--- src/rtl/led_pkg.sv ---
// ---------------------------------------------------------------------------
// led_pkg
// Shared types and helpers for the LED pattern engine.
//   led_mode_e  : pattern selector (shift, bounce, fill, blink)
//   led_state_e : engine FSM state (idle until first enable, then run)
//   LED_MAX     : widest LED bank init_pat can describe
//   init_pat()  : starting pattern for a mode/direction on an n-LED bank
// ---------------------------------------------------------------------------
package led_pkg;

    typedef enum logic [1:0] {
        LED_SHIFT  = 2'd0,
        LED_BOUNCE = 2'd1,
        LED_FILL   = 2'd2,
        LED_BLINK  = 2'd3
    } led_mode_e;

    typedef enum logic {
        LED_IDLE = 1'b0,
        LED_RUN  = 1'b1
    } led_state_e;

    localparam int LED_MAX = 32;

    // Blink starts fully lit; every other mode starts with one LED at the
    // end the pattern travels away from.  Callers cast the result down to
    // their own bank width.
    function automatic logic [LED_MAX-1:0] init_pat(input led_mode_e mode,
                                                    input logic      dir,
                                                    input int        n);
        logic [LED_MAX-1:0] r;
        for (int i = 0; i < LED_MAX; i++) begin
            if (mode == LED_BLINK) begin
                r[i] = (i < n);
            end else if (dir) begin
                r[i] = (i == n - 1);
            end else begin
                r[i] = (i == 0);
            end
        end
        return r;
    endfunction

endpackage

--- src/rtl/led_tick_gen.sv ---
// ---------------------------------------------------------------------------
// led_tick_gen
// Step prescaler for the LED pattern engine.  Produces a one-cycle tick every
// (CLK_DIV >> speed) enabled cycles.
//   clk    in   system clock
//   rst_n  in   synchronous reset, active low
//   en     in   count enable (engine running and not paused)
//   clr    in   restart the count from zero; suppresses the tick
//   speed  in   period divider exponent
//   tick   out  combinational tick, high in the cycle the period completes
// ---------------------------------------------------------------------------
module led_tick_gen #(
    parameter int CLK_DIV = 25_000_000,
    parameter int CW      = $clog2(CLK_DIV)
) (
    input  logic       clk,
    input  logic       rst_n,
    input  logic       en,
    input  logic       clr,
    input  logic [1:0] speed,
    output logic       tick
);

    logic [CW-1:0] cnt_q;
    logic [CW-1:0] cnt_d;
    logic [31:0]   limit;

    // The compare is ">=" against cnt+1 rather than "==" against limit-1 so
    // that a speed-up which leaves the count beyond the new period fires on
    // the next cycle instead of running round the counter, and so that a
    // period that shifts down to zero still ticks every cycle.
    assign limit = 32'(CLK_DIV) >> speed;
    assign tick  = en && !clr && ((32'(cnt_q) + 32'd1) >= limit);

    always_comb begin
        cnt_d = cnt_q;
        if (clr) begin
            cnt_d = '0;
        end else if (en) begin
            cnt_d = tick ? '0 : cnt_q + CW'(1);
        end
    end

    always_ff @(posedge clk) begin
        if (!rst_n) begin
            cnt_q <= '0;
        end else begin
            cnt_q <= cnt_d;
        end
    end

endmodule

--- src/rtl/led_pattern_gen.sv ---
// ---------------------------------------------------------------------------
// led_pattern_gen
// Multi-mode LED pattern engine with built-in prescaler.
// Optional feature macro: LED_PWM_EN adds a brightness input and a free
// running PWM counter that gates the LED drive.
//   sys_clk     in   system clock
//   sys_rst_n   in   synchronous reset, active low
//   en          in   1 = run, 0 = pause (everything holds)
//   mode        in   0 shift, 1 bounce, 2 fill, 3 blink
//   speed       in   step period = CLK_DIV >> speed cycles
//   dir         in   0 = LSB->MSB, 1 = MSB->LSB, sampled at pattern load
//   brightness  in   duty = brightness / 2^PWM_W (LED_PWM_EN only)
//   LED         out  registered LED drive, 1 = on
//   step        out  one-cycle pulse in the cycle LED shows a new step
// ---------------------------------------------------------------------------
module led_pattern_gen
    import led_pkg::*;
#(
    parameter int N_LED   = 8,
    parameter int CLK_DIV = 25_000_000,
    parameter int PWM_W   = 4
) (
    input  logic             sys_clk,
    input  logic             sys_rst_n,
    input  logic             en,
    input  logic [1:0]       mode,
    input  logic [1:0]       speed,
    input  logic             dir,
`ifdef LED_PWM_EN
    input  logic [PWM_W-1:0] brightness,
`endif
    output logic [N_LED-1:0] LED,
    output logic             step
);

    led_state_e       state_q, state_d;
    led_mode_e        mode_q, mode_d;
    logic             dir_q, dir_d;
    logic             bdir_q, bdir_d;
    logic [N_LED-1:0] pat_q, pat_d;
    logic [N_LED-1:0] led_q, led_d;
    logic             step_q, step_d;

    led_mode_e        mode_in;
    logic             mode_chg;
    logic             run_en;
    logic             tick;
    logic [N_LED-1:0] pat_load;
    logic [N_LED-1:0] pat_fill0;
    logic [N_LED-1:0] adv_pat;
    logic             adv_bdir;

`ifdef LED_PWM_EN
    logic [PWM_W-1:0] pwm_cnt_q;
`else
    localparam logic FULL_ON = (PWM_W > 0);
`endif

    assign mode_in   = led_mode_e'(mode);
    assign mode_chg  = (mode_in != mode_q);
    assign run_en    = (state_q == LED_RUN) && en;
    assign pat_load  = N_LED'(init_pat(mode_in, dir, N_LED));
    assign pat_fill0 = N_LED'(init_pat(LED_FILL, dir_q, N_LED));

    led_tick_gen #(
        .CLK_DIV (CLK_DIV)
    ) u_tick (
        .clk   (sys_clk),
        .rst_n (sys_rst_n),
        .en    (run_en),
        .clr   (run_en && mode_chg),
        .speed (speed),
        .tick  (tick)
    );

    // Next pattern for one step of the current mode.  Bounce keeps its own
    // travel flag so each end is shown once before the pattern turns.
    always_comb begin
        adv_pat  = pat_q;
        adv_bdir = bdir_q;
        case (mode_q)
            LED_SHIFT: begin
                adv_pat = dir_q ? {pat_q[0], pat_q[N_LED-1:1]}
                                : {pat_q[N_LED-2:0], pat_q[N_LED-1]};
            end
            LED_BOUNCE: begin
                if (!bdir_q) begin
                    if (pat_q[N_LED-1]) begin
                        adv_pat  = pat_q >> 1;
                        adv_bdir = 1'b1;
                    end else begin
                        adv_pat  = pat_q << 1;
                    end
                end else begin
                    if (pat_q[0]) begin
                        adv_pat  = pat_q << 1;
                        adv_bdir = 1'b0;
                    end else begin
                        adv_pat  = pat_q >> 1;
                    end
                end
            end
            LED_FILL: begin
                if (&pat_q) begin
                    adv_pat = pat_fill0;
                end else begin
                    adv_pat = dir_q ? (pat_q | (pat_q >> 1))
                                    : (pat_q | (pat_q << 1));
                end
            end
            default: begin
                adv_pat = ~pat_q;
            end
        endcase
    end

    // Engine FSM.  A mode change reloads without a step pulse and beats a
    // tick landing in the same cycle; a pause holds every register.
    always_comb begin
        state_d = state_q;
        mode_d  = mode_q;
        dir_d   = dir_q;
        bdir_d  = bdir_q;
        pat_d   = pat_q;
        step_d  = 1'b0;
        case (state_q)
            LED_IDLE: begin
                if (en) begin
                    state_d = LED_RUN;
                    mode_d  = mode_in;
                    dir_d   = dir;
                    bdir_d  = dir;
                    pat_d   = pat_load;
                end
            end
            default: begin
                if (en) begin
                    if (mode_chg) begin
                        mode_d = mode_in;
                        dir_d  = dir;
                        bdir_d = dir;
                        pat_d  = pat_load;
                    end else if (tick) begin
                        pat_d  = adv_pat;
                        bdir_d = adv_bdir;
                        step_d = 1'b1;
                    end
                end
            end
        endcase
    end

    // LED is registered from the next pattern so it lines up with pat_q and
    // with the step pulse; the PWM gate uses the counter value of this cycle.
    always_comb begin
`ifdef LED_PWM_EN
        led_d = pat_d & {N_LED{pwm_cnt_q < brightness}};
`else
        led_d = pat_d & {N_LED{FULL_ON}};
`endif
    end

    always_ff @(posedge sys_clk) begin
        if (!sys_rst_n) begin
            state_q   <= LED_IDLE;
            mode_q    <= LED_SHIFT;
            dir_q     <= 1'b0;
            bdir_q    <= 1'b0;
            pat_q     <= '0;
            led_q     <= '0;
            step_q    <= 1'b0;
`ifdef LED_PWM_EN
            pwm_cnt_q <= '0;
`endif
        end else begin
            state_q   <= state_d;
            mode_q    <= mode_d;
            dir_q     <= dir_d;
            bdir_q    <= bdir_d;
            pat_q     <= pat_d;
            led_q     <= led_d;
            step_q    <= step_d;
`ifdef LED_PWM_EN
            pwm_cnt_q <= pwm_cnt_q + PWM_W'(1);
`endif
        end
    end

    assign LED  = led_q;
    assign step = step_q;

endmodule
--- config.mk ---
export PLATFORM = sky130hd
export DESIGN_NAME = led_pattern_gen
export DESIGN_NICKNAME = d
export VERILOG_FILES = /design/src/rtl/led_pkg.sv /design/src/rtl/led_tick_gen.sv /design/src/rtl/led_pattern_gen.sv
export SDC_FILE = /design/constraint.sdc
export NUM_CORES = 1
export LEC_CHECK = 0
export BUFFER_PORTS_ARGS = -buffer_cell sky130_fd_sc_hd__buf_4
export CORE_MARGIN = 2
export CORE_UTILIZATION = 55
export CTS_CLUSTER_DIAMETER = 60
export CTS_CLUSTER_SIZE = 28
export DETAILED_ROUTE_END_ITERATION = 10
export PLACE_DENSITY = 0.7
export REMOVE_ABC_BUFFERS = 1
export SYNTH_ARGS = -nofsm -noshare
export SYNTH_HDL_FRONTEND = slang
export SYNTH_SLANG_ARGS = --single-unit
--- constraint.sdc ---
create_clock -name sys_clk -period 10.9 [get_ports sys_clk]
set_clock_uncertainty 0.1 [all_clocks]
set_input_delay 0.545 -clock sys_clk [delete_from_list [all_inputs] [get_ports sys_clk]]
set_output_delay 0.545 -clock sys_clk [all_outputs]
set_load 0.03 [all_outputs]
; Word-level counts from Yosys, hierarchy flattened
; Cells that the tools add are included.
[totals]
register_bits = 39
inputBits = 8
word_cells = 75
[classes]
n_addsub = 2
n_lt_le_gt_ge = 1
n_eq_ne = 7
shifts = 1
muxes = 39
bitwise_logic = 6
reduce_logical = 12
[ops]
columns = op, n
row1 = 8-bit two-way mux, 11
row2 = 32-bit >= comparator, 1
row3 = "25-bit by 2-bit >> shifter with 32-bit output, first input constant", 1
row4 = "25-bit by 1-bit adder with 26-bit output, second input constant", 1
row5 = "25-bit by 1-bit adder with 25-bit output, second input constant", 1
row6 = 25-bit two-way mux, 1
row7 = 8-bit case mux with 3 select lines, 1
row8 = 1-bit two-way mux, 22
row9 = 2-bit two-way mux, 4
row10 = 8-bit inverter, 1
row11 = 8-bit by 7-bit bitwise OR with 8-bit output, 1
row12 = 8-bit bitwise OR, 1
row13 = 8-bit AND reduction, 1
row14 = "3-bit by 1-bit inequality test with 1-bit output, second input constant", 2
row15 = "2-bit == test, second input constant", 2
row16 = 1-bit logical AND, 4
row17 = 2-bit AND reduction, 2
row18 = 4-bit OR reduction, 1
row19 = 1-bit inverter, 3
row20 = 3-bit AND reduction, 1
row21 = "2-bit by 1-bit == test with 1-bit output, second input constant", 1
row22 = 2-bit zero test, 1
row23 = "2-bit by 1-bit inequality test with 1-bit output, second input constant", 1
row24 = 2-bit inequality test, 1
row25 = 2 further kinds, 2

; Logic depth before layout (Yosys ltp)
[logic_depth]
depth_word = 9
ltp_mapped = 17
depth_no_buf = 16

; By module
; A second synthesis with hierarchy kept.
[hier_totals]
hier_cells = 398
hier_area_um2 = 3319.4
[modules_own_cells]
columns = module, instances, cells_per_inst, area_each_um2
row1 = led_tick_gen, 1, 221, 1888.1
row2 = led_pattern_gen, 1, 177, 1431.4

; Least setup slack after synthesis
; Ideal clock, no wire load.
[synth_timing]
kind = register -> register
start = register u_tick.cnt_q[0]
end = register led_q[0], in the netlist LED[0]
setup_time_ps = 96
arrival_time_ps = 4023
path_slack_ps = 6682
path_stages_with_launch = 17
path_buffers = 1
synth_period_minus_slack_ps = 4218
path_cell_list = dfxtp_1 ha_1 nand3_1 nor2_1 nand2_1 or4_2 xor2_1 inv_1 ha_1 and3_2 nand3_1 or4b_1 a221oi_1 nand3_2 a21o_1 buf_6 o41ai_2
[synth_via]
elab_chain_len = 5
[synth_lines]
columns = item, line
row1 = from (decl), led_tick_gen.sv:24  ; logic [CW-1:0] cnt_q;
row2 = from (signal assigned), led_tick_gen.sv:48  ; cnt_q <= cnt_d;
row3 = 25-bit by 1-bit adder with 26-bit output, led_tick_gen.sv:33  ; assign tick = en && !clr && ((32'(cnt_q) + 32'd1) >= limit);
row4 = 32-bit >= comparator, led_tick_gen.sv:33
row5 = 1-bit logical AND, led_tick_gen.sv:33
row6 = 3-bit by 1-bit inequality test with 1-bit output (no line), -
row7 = 2-bit AND reduction (no line), -
row8 = to (signal assigned), led_pattern_gen.sv:181  ; led_q <= led_d;
row9 = to (decl), led_pattern_gen.sv:41  ; logic [N_LED-1:0] led_q, led_d;
; Every way passes these cells.
; A chain may end at the register's enable or synchronous reset.

; Worst setup path in the final report
; Same ends and word-level chain as after synthesis.

==> impl_results.md <==
* Num ports at 17
* Max VDD drop at between 0.0001 and 0.00015 V
* Worst reg2reg startpoint: u_tick.cnt_q[0]
* Clock Tree Root: clkbuf_8
* Worst path required time at around 11 ns
* Cells along the critical path: ha_1, nand3_1, nor2_1, nand2_1, or4_2, xor2_1, inv_1, ha_1, and3_2, nand3_1, or4b_1, a221oi_1, nand3_2, a21o_1, o41ai_2
* LEAKAGE at around 1.3 nW
* CTS Buffer Depth at 2
* WL/cell at approximately 16 um
* R2R setup slack at 6.04 ns
* Die X at 80.1 um
* CTS tree: built
* Routed Wire Length at about 7800 um
* Clock transition at the registers of the reported paths at around 0.080 ns
* TritonCTS buffer count at 5
* Synth-to-Final Area Change at 5.77%
* Reg2reg end: LED[0]
* Hold buffers post-CTS at 0
* Startpoint types: flop
* Final ANT Viol Nets at 0
* Initial core utilization at 0.575
* NumNets Final at between 400 and 500
* Crit-path max cell delay at around 0.65 ns
* H-tree Lvls at 2
* CP Class: flop to flop
* Final setup margin at between 6 and 7 ns
* Asr flop ratio synth at 0
* Vias in the first global route at ~2700
* Post-synth EDFFs at 0
* Post-CTS sizing at 0
* Proportion of power drawn by combinational gates at 0.166
* 1st-pass router iterations at 5
* Max Fclk at about 0.2 GHz
* Seq cells post-synth at 39
* Sequential share of power at 0.474
* Worst slew margin at 0.418
* Yosys top cell area share at 0.245
* # rows at 27
* Yosys warns at 0
* Psw at 0.0932 mW
* Core Box Area at 0.00554 mm^2
* Fin. Hold Viols at 0
* Clock power frac at 0.360
* Synthesized area at 0.00319 mm^2
* First-pass GRT wire length at approximately 13000 um
* Number of diodes at 0
* Post-Place Cells at roughly 480
* Last element of the critical path: LED[0]
* CP startpoint: u_tick.cnt_q[0]
* All-Layer GR Usage at 0.260
* Slew @ Worst Pin at 0.873 ns
* IO buf count at 16
* Slew Viols, Final at 0
* Unique masters post-synth at 66
* Register area share after synthesis at 0.245
* Fin cells at 489
* Pre-CTS WS at slightly above 6 ns
* Hold/Removal Path Class: flop to flop
* Post-Route Setup TNS at 0 ns
* RSZ-0062 raised after global routing: no
* Sink Count at 39
* WP data arrival at ~5.0 ns
* Postcts setup bufs at 0
* Layout cells sized above 1 at 0.122
* Period utilization at 0.445
* Prevailing post-synth register cell: dfxtp_1
* Cells after Synth at between 400 and 500
* DIE HEIGHT at 80.1 um
* Switching share of power at 0.284
* Status: complete, no violations
* Crit path max fanout at 14
* Max-cap viol count at 0
* Initial antenna violation count at 0
* Drc violations at 0
* Via Count at 2945
* Top cells by area, synth: dfxtp_1 24%, ha_1 7.9%, xnor2_1 7.1%
* Crit path time final at between 4 and 5 ns
* Pint at around 0.23 mW
* Area leader, netlist: dfxtp_1
* Final setup fails at 0
* CP max stage cell: or4_2
* Initial DRC Count at roughly 280
* Die area at about 0.0064 mm^2
* Grt total ovfl at 0
* Largest net degree at the start of global routing at 28
* HPWL Detailed at just under 6000 um
* Worst R2R Path Depth at 15
* Vias per cell at 6.02
* Latest clock arrival within the worst-skew pair at roughly 0.29 ns
* Pwr per Cell Area at 97.4 mW/mm^2
* Crit path capture type: flop
* Routability cong. at 0.860
* Syn Area/Cell at 7.62 um^2
* Worst hold slack at between 0.3 and 0.4 ns
[layout make-up]
cell class	instances	area, um^2
multi-input combinational	323	2150
fill	515	2170
sequential	39	781
tap	72	90.1
clock inverter	2	37.5
timing repair buffer	18	135
clock buffer	5	68.8
inverter	30	113
[cell families after synthesis]
family          count (synthesis)  synth area share
flops                          39             0.245
simple gates                  161             0.261
compound gates                 97             0.204
buf+inv                        56            0.0817
xor+xnor                       32            0.0879
mux                            13            0.0416
fa+ha+maj                      20            0.0785
[flip-flops by register name, indices dropped and copies added, names as in the netlist]
name	flops
mode_q	2
step	1
u_tick.cnt_q	25
state_q	1
dir_q	1
bdir_q	1
LED	8
[worst max-delay path: cells and delay by family (launching register included)]
family,cells,cell delay (ns)
AND/OR/NAND/NOR,8,2.36
XOR/XNOR,1,0.18
adder cells (fa/ha/maj),2,0.57
flip-flops,1,0.45
buffers and inverters,1,0.06
AO/OA/AOI/OAI,3,1.03
[per-layer routing]
layer  share of wire  global-route usage  up-vias
li1                -                   -     1476
met1            0.53               0.416     1385
met2            0.41               0.348       74
met3           0.055              0.0483       10
met4           0.011              0.0678        0
met5               0                   0        -
[synthesized netlist by cell type, types with 2 or more instances]
cell type / instances
nand2_1: 57
dfxtp_1: 39
o21ai_0: 31
inv_1: 30
nor2_1: 29
xnor2_1: 26
ha_1: 20
clkbuf_1: 18
nor3_1: 17
a21oi_1: 15
nand3_1: 14
mux2i_1: 11
a211oi_1: 9
a31oi_1: 8
nand4_1: 8
a221oi_1: 6
xor2_1: 6
and3_1: 5
a21o_1: 4
buf_6: 4
and3_2: 3
nand3_4: 3
or2_2: 3
a211o_1: 2
a311o_1: 2
a31o_2: 2
and2_2: 2
mux2_2: 2
nor2b_1: 2
o22ai_1: 2
or3_4: 2
or4_1: 2
[power by group through the flow]
stage / sequential (mW) / clock [mW] / combinational, mW
after floorplan: 0.161 / 0 / 0.0326
after global placement: 0.158 / 0 / 0.0530
after detailed placement: 0.159 / 0 / 0.0539
after CTS: 0.155 / 0.122 / 0.0540
after global routing: 0.157 / 0.129 / 0.0607
final: 0.155 / 0.118 / 0.0545
[cell usage in the layout, fill, tap and decap left out, types with 6 or more instances in the layout]
| master | synthesis | layout |
|---|---|---|
| nand2_1 | 57 | 57 |
| dfxtp_1 | 39 | 39 |
| o21ai_0 | 31 | 31 |
| inv_1 | 30 | 30 |
| nor2_1 | 29 | 29 |
| xnor2_1 | 26 | 26 |
| ha_1 | 20 | 20 |
| buf_4 | 1 | 18 |
| nor3_1 | 17 | 17 |
| a21oi_1 | 15 | 15 |
| nand3_1 | 14 | 14 |
| mux2i_1 | 11 | 11 |
| a211oi_1 | 9 | 9 |
| nand4_1 | 8 | 8 |
| a31oi_1 | 8 | 8 |
| xor2_1 | 6 | 6 |
| a221oi_1 | 6 | 6 |
[how the worst min path moves through the flow]
stage,startpoint,to,slack (ns),depth (start not counted)
2_1_floorplan,u_tick.cnt_q[9],u_tick.cnt_q[9],0.36,2
3_3_place_gp,u_tick.cnt_q[24],u_tick.cnt_q[24],0.38,2
3_5_place_dp,u_tick.cnt_q[23],u_tick.cnt_q[23],0.39,2
4_1_cts,mode[1],mode_q[1],0.40,3
5_1_grt,u_tick.cnt_q[9],u_tick.cnt_q[9],0.43,2
6_report,u_tick.cnt_q[23],u_tick.cnt_q[23],0.39,2
[per-stage QoR]
step            util  cell area [um^2]  total power, mW
6_report       0.608              3370            0.328
5_1_grt        0.608              3370            0.346
4_1_cts        0.608              3370            0.331
3_5_place_dp   0.589              3260            0.212
3_3_place_gp   0.589              3260            0.211
2_1_floorplan      -              3040            0.193
No activity file was read; power rests on OpenSTA's default activity.
